$ cat src/rtl/seg7_pkg.sv
// Shared 7-segment definitions: active-low pattern table and decode result type.
// Both the encoder and the receiver use this table so the two ends always agree.
package seg7_pkg;

  localparam logic [6:0] SEG_BLANK = 7'h7F;

  // Index is the nibble value; bit 6 = segment a ... bit 0 = segment g, active-low.
  localparam logic [15:0][6:0] SEG_TABLE = {
    7'h38, 7'h30, 7'h42, 7'h31, 7'h60, 7'h08, 7'h04, 7'h00,
    7'h0F, 7'h20, 7'h24, 7'h4C, 7'h06, 7'h12, 7'h4F, 7'h01
  };

  typedef struct packed {
    logic       err;
    logic       blank;
    logic [3:0] nibble;
  } seg7_dec_t;

  function automatic logic [6:0] seg7_encode(input logic [3:0] nibble);
    return SEG_TABLE[nibble];
  endfunction

endpackage

$ cat src/rtl/seg7_pattern_dec.sv
// Combinational classifier: 7-bit active-low segment pattern -> {err, blank, nibble}.
// The nibble is forced to 0 for blank and unrecognised patterns.
module seg7_pattern_dec
  import seg7_pkg::*;
(
  input  logic [6:0] pattern_i,
  output seg7_dec_t  dec_o
);

  always_comb begin
    dec_o.err    = 1'b1;
    dec_o.blank  = 1'b0;
    dec_o.nibble = 4'h0;
    if (pattern_i == SEG_BLANK) begin
      dec_o.err   = 1'b0;
      dec_o.blank = 1'b1;
    end else begin
      for (int i = 0; i < 16; i++) begin
        if (pattern_i == SEG_TABLE[i]) begin
          dec_o.err    = 1'b0;
          dec_o.nibble = 4'(i);
        end
      end
    end
  end

endmodule

$ cat src/rtl/seg7_pattern_rx.sv
// Receive side of the multiplexed 7-segment bus: synchronise, debounce, decode and
// present each stable digit pattern once on a valid/ready stream plus a shadow bank.
module seg7_pattern_rx
  import seg7_pkg::*;
#(
  parameter int NDIGITS    = 8,
  parameter int STABLE_CYC = 4
) (
  input  logic                   clk,
  input  logic                   rst_n,
  input  logic [6:0]             seg_in,
  input  logic [NDIGITS-1:0]     dig_sel,
  output logic                   out_valid,
  input  logic                   out_ready,
  output logic [$clog2(NDIGITS)-1:0] out_idx,
  output logic [3:0]             out_data,
  output logic                   out_err,
  output logic                   out_blank,
  output logic                   overflow,
  output logic [4*NDIGITS-1:0]   hex_bank,
  output logic [NDIGITS-1:0]     bank_vld
);

  localparam int IDX_W = $clog2(NDIGITS);
  localparam int CNT_W = $clog2(STABLE_CYC);
  localparam int SW    = NDIGITS + 7;
  localparam logic [CNT_W-1:0] CNT_MAX = CNT_W'(STABLE_CYC - 1);

  logic [6:0]         seg_s1_q, seg_s_q;
  logic [NDIGITS-1:0] dig_s1_q, dig_s_q;
  logic [SW-1:0]      samp, samp_prev_q;
  logic [CNT_W-1:0]   cnt_q, cnt_d;
  logic               armed_q, armed_d;
  logic               onehot, emit;
  logic [IDX_W-1:0]   idx_enc;
  seg7_dec_t          dec;

  logic                 out_valid_q, out_valid_d;
  logic [IDX_W-1:0]     out_idx_q, out_idx_d;
  logic [3:0]           out_data_q, out_data_d;
  logic                 out_err_q, out_err_d;
  logic                 out_blank_q, out_blank_d;
  logic                 overflow_q, overflow_d;
  logic [4*NDIGITS-1:0] bank_q, bank_d;
  logic [NDIGITS-1:0]   bank_vld_q, bank_vld_d;

  always_ff @(posedge clk or negedge rst_n) begin
    if (!rst_n) begin
      seg_s1_q <= '0;
      seg_s_q  <= '0;
      dig_s1_q <= '0;
      dig_s_q  <= '0;
    end else begin
      seg_s1_q <= seg_in;
      seg_s_q  <= seg_s1_q;
      dig_s1_q <= dig_sel;
      dig_s_q  <= dig_s1_q;
    end
  end

  assign samp   = {dig_s_q, seg_s_q};
  assign onehot = (dig_s_q != '0) && ((dig_s_q & (dig_s_q - 1'b1)) == '0);

  always_comb begin
    idx_enc = '0;
    for (int i = 0; i < NDIGITS; i++) begin
      if (dig_s_q[i]) idx_enc = IDX_W'(i);
    end
  end

  seg7_pattern_dec u_dec (
    .pattern_i (seg_s_q),
    .dec_o     (dec)
  );

  // Emit fires on the sample that completes a run of STABLE_CYC identical samples;
  // armed stays low until the sample changes, so a held pattern reports once.
  always_comb begin
    cnt_d   = cnt_q;
    armed_d = armed_q;
    emit    = 1'b0;
    if (samp == samp_prev_q) begin
      if (cnt_q != CNT_MAX) cnt_d = cnt_q + 1'b1;
    end else begin
      cnt_d   = '0;
      armed_d = 1'b1;
    end
    if ((cnt_d == CNT_MAX) && armed_d && onehot) begin
      emit    = 1'b1;
      armed_d = 1'b0;
    end
  end

  always_ff @(posedge clk or negedge rst_n) begin
    if (!rst_n) begin
      samp_prev_q <= '0;
      cnt_q       <= '0;
      armed_q     <= 1'b1;
    end else begin
      samp_prev_q <= samp;
      cnt_q       <= cnt_d;
      armed_q     <= armed_d;
    end
  end

  always_comb begin
    out_valid_d = out_valid_q;
    out_idx_d   = out_idx_q;
    out_data_d  = out_data_q;
    out_err_d   = out_err_q;
    out_blank_d = out_blank_q;
    overflow_d  = overflow_q;
    bank_d      = bank_q;
    bank_vld_d  = bank_vld_q;
    if (out_valid_q && out_ready) out_valid_d = 1'b0;
    if (emit) begin
      if (!out_valid_q || out_ready) begin
        out_valid_d = 1'b1;
        out_idx_d   = idx_enc;
        out_data_d  = dec.nibble;
        out_err_d   = dec.err;
        out_blank_d = dec.blank;
      end else begin
        overflow_d = 1'b1;
      end
      // The bank tracks every good pattern, even one the stream had to drop.
      if (!dec.err && !dec.blank) begin
        bank_d[int'(idx_enc)*4 +: 4] = dec.nibble;
        bank_vld_d[idx_enc]          = 1'b1;
      end
    end
  end

  always_ff @(posedge clk or negedge rst_n) begin
    if (!rst_n) begin
      out_valid_q <= 1'b0;
      out_idx_q   <= '0;
      out_data_q  <= '0;
      out_err_q   <= 1'b0;
      out_blank_q <= 1'b0;
      overflow_q  <= 1'b0;
      bank_q      <= '0;
      bank_vld_q  <= '0;
    end else begin
      out_valid_q <= out_valid_d;
      out_idx_q   <= out_idx_d;
      out_data_q  <= out_data_d;
      out_err_q   <= out_err_d;
      out_blank_q <= out_blank_d;
      overflow_q  <= overflow_d;
      bank_q      <= bank_d;
      bank_vld_q  <= bank_vld_d;
    end
  end

  assign out_valid = out_valid_q;
  assign out_idx   = out_idx_q;
  assign out_data  = out_data_q;
  assign out_err   = out_err_q;
  assign out_blank = out_blank_q;
  assign overflow  = overflow_q;
  assign hex_bank  = bank_q;
  assign bank_vld  = bank_vld_q;

endmodule

$ cat config.mk
export PLATFORM = sky130hd
export DESIGN_NAME = seg7_pattern_rx
export DESIGN_NICKNAME = d
export VERILOG_FILES = /design/src/rtl/seg7_pkg.sv /design/src/rtl/seg7_pattern_dec.sv /design/src/rtl/seg7_pattern_rx.sv
export SDC_FILE = /design/constraint.sdc
export NUM_CORES = 1
export LEC_CHECK = 0
export BUFFER_PORTS_ARGS = -buffer_cell sky130_fd_sc_hd__buf_2
export CAP_MARGIN = 40
export CORE_MARGIN = 3
export CORE_UTILIZATION = 56
export DETAILED_ROUTE_END_ITERATION = 10
export PLACE_DENSITY = 0.79
export REMOVE_ABC_BUFFERS = 1
export SETUP_SLACK_MARGIN = 0.02
export SLEW_MARGIN = 10
export SYNTH_ARGS = -nofsm -noshare
export SYNTH_HDL_FRONTEND = slang
export SYNTH_SLANG_ARGS = --single-unit
$ cat constraint.sdc
create_clock -name clk -period 3.9 [get_ports clk]
set_clock_uncertainty 0.05 [all_clocks]
set_input_delay 0.78 -clock clk [delete_from_list [all_inputs] [get_ports clk]]
set_output_delay 0.78 -clock clk [all_outputs]
set_load 0.1 [all_outputs]
==> results.yml <==
run_status:
  outcome: "completed"
yosys:
  synth_edf_count: 0
  yosys.area.top_type: "dfrtp_1"
  synth_simple_gate_area_share: 0.169
  yosys-top-cells-count: "dfrtp_1, inv_1, mux2i_1"
  synthXorXnorAreaFrac: 0.0344
  yosysWarnings: 0
  synth-adder-area-share: 0.0165
  syn_avg_cell_area_um2: 12.5
  synthMuxAreaShare: 0.101
  synth_top_family_by_area: "simple AND/OR/NAND/NOR gates"
  synthTopCellsByArea: "dfrtp_1, mux2i_1, nor4_4, inv_1, mux2_2"
  synth.most_common_cell: "dfrtp_1"
  synth_seq_cells: 99
  netlist_instances: 348
  ys_seq_area_frac: 0.572
  yosysTopAreaCellShare: 0.566
  synth_cell_type_count: 58
  async_reset_ff_frac: 1.00
  synth_area_mm2: 0.00433
  synth_compound_area_frac: 0.0551
  ys.flop_type: "dfrtp_1"
floorplanning:
  io_pins: 69
  initial_core_util: 0.588
  die_x_um: 94.0
  die_h_um: 94.0
  core_mm2: 0.00737
  rows: 31
  dieArea_mm2: 0.00883
layout:
  seqCellArea_mm2: 0.00248
  multi_input_comb_area_mm2: 0.00163
  n_antenna_cell: 0
  syn_to_final_growth_pct: 14.9
  fill_cells: 551
  fin_nets: 439
  drive_gt1_frac: 0.294
sta:
  finalCriticalPeriod_ps: 3480
  setup_ws_ps: 423
  tns_ps: 0
  whs_ps: 278
  finalCritPeriodShare: 0.892
  rsz0062_at_grt: "no"
  final_max_slew_viol_count: 0
  slew_headroom: 0.403
  max_freq_mhz: 288
  hold_viol: 0
  setup-violations-final: 0
  worstMarginPinSlew_ps: 893
route:
  ant_nets: 0
  num_vias: 2822
  wirelength_mm: 8.47
  wire_per_inst_um: 16.3
  drt-pass1-iter-count: 4
  drtIter0Drc: 135
  viasPerCell: 5.42
  drcViolationCount: 0
global_routing:
  grt-ovfl-total: 0
  grt_max_degree: 55
  grt_pass1_vias: 2795
  grt_pass1_wl_mm: 13.9
  grt.total_usage: 0.207
  antenna_found_initial: 0
worst_setup_path:
  endpoint_kind: "register"
  cp.required_ps: 4100
  cp_max_fo: 10
  crit_type: "reg -> reg"
  critPathArrivalTime_ps: 3680
  rr_startpoint: "dig_s_q[4]"
  startpoint: "dig_s_q[4]"
  start_kind: "register"
clock_network:
  htreeDepth: 3
  cts_resized: 0
  postCtsHoldBufs: 0
  postCtsSetupBuffers: 0
  cts_root_buffer: "clkbuf_8"
  insertion_delay_ps: 360
  clk_path_buf_depth: 2
  clk_pin_slew_ps: 90
  numCtsBuffers: 9
  cts.sinks: 99
  cts_tree: "done"
placement:
  port_buffers: 68
  gp_congestion: 0.871
  pre_cts_ws_ps: 532
  dpl.hpwl_mm: 5.97
min_path:
  hold_path_class: "in -> async"
power:
  ir_drop_v: 0.000208
  power_leakage_nw: 2.45
  power_density_mw_per_mm2: 383
flow_run:
  max_cap_viol_count: 0
[path summary, 6_finish.rpt]
path                                     to  slack, ps  cells after the start
worst max register to register  hex_bank[1]        420                      9
worst min register to register   dig_s_q[1]        300                      0
max in group asynchronous       hex_bank[8]       2730                      3
min in group clk                 dig_s_q[1]        300                      0
worst min-delay path            bank_vld[1]        280                      1
worst max-delay path            hex_bank[1]        420                      9
[sequential cells by signal, indices dropped and copies added (netlist names)]
| signal | count |
|---|---|
| out_data | 4 |
| out_valid | 1 |
| out_err | 1 |
| cnt_q | 2 |
| samp_prev_q | 15 |
| out_idx | 3 |
| dig_s1_q | 8 |
| seg_s_q | 7 |
| armed_q | 1 |
| hex_bank | 32 |
| seg_s1_q | 7 |
| overflow | 1 |
| out_blank | 1 |
| dig_s_q | 8 |
| bank_vld | 8 |
[where the power goes]
group	total, W	leakage (nW)	switching [W]	internal [W]
logic	0.000115	1.07	0.0000702	0.0000443
registers	0.00108	1.28	0.0000307	0.00105
clock network	0.000714	0.105	0.000333	0.000381
[layout make-up]
type                            count  share of cell area
Inverter                           37              0.0279
Clock buffer                       14              0.0307
Multi-Input combinational cell    197               0.327
Sequential cell                    99               0.498
Timing Repair Buffer               73              0.0799
Tap cell                           99              0.0249
Clock inverter                      2              0.0121
[cell families (layout without fill, tap and decap cells)]
kind of cell / count (synthesis) / after routing
buf+inv: 52 / 126
fa+ha+maj: 6 / 6
flops: 99 / 99
xor+xnor: 17 / 17
simple gates: 100 / 100
compound gates: 32 / 32
mux: 42 / 42
[per-stage QoR]
| stage | cell area [µm²] | total power, W | utilization | cells |
|---|---|---|---|---|
| 5_1_grt | 4980 | 0.00198 | 0.676 | 521 |
| 6_report | 4980 | 0.00191 | 0.676 | 521 |
| 3_5_place_dp | 4770 | 0.00121 | 0.647 | 505 |
| 2_1_floorplan | 4250 | 0.00116 | - | 333 |
| 3_3_place_gp | 4730 | 0.00121 | 0.642 | 503 |
| 4_1_cts | 4980 | 0.00192 | 0.676 | 521 |
[routing by layer]
metal	global-route usage	share of wire	up-vias
met5	0	0	-
met3	0.0473	0.061	9
met4	0.0842	0.012	0
met2	0.321	0.49	78
met1	0.283	0.44	1399
li1	-	-	1336
[cells in the final DEF (no fill, tap or decap), drive strengths merged, types with 5 or more instances in the layout]
master,n
dfrtp,98
buf,73
inv,37
mux2i,29
nand2,17
nor2,16
clkbuf,14
xnor2,13
mux2,13
nor4,13
nor3,11
nand3,10
nand4,7
nor2b,5
[worst max-delay path: stages (launching register included)]
cell and delay, ps:
dfrtp_1 510, o21bai_1 320, o21ai_1 490, inv_1 140, ha_1 210, ha_1 290, nor2_1 210, or4b_4 500
nor4_4 260, mux2_2 380
Power figures use the tool's default switching activity.
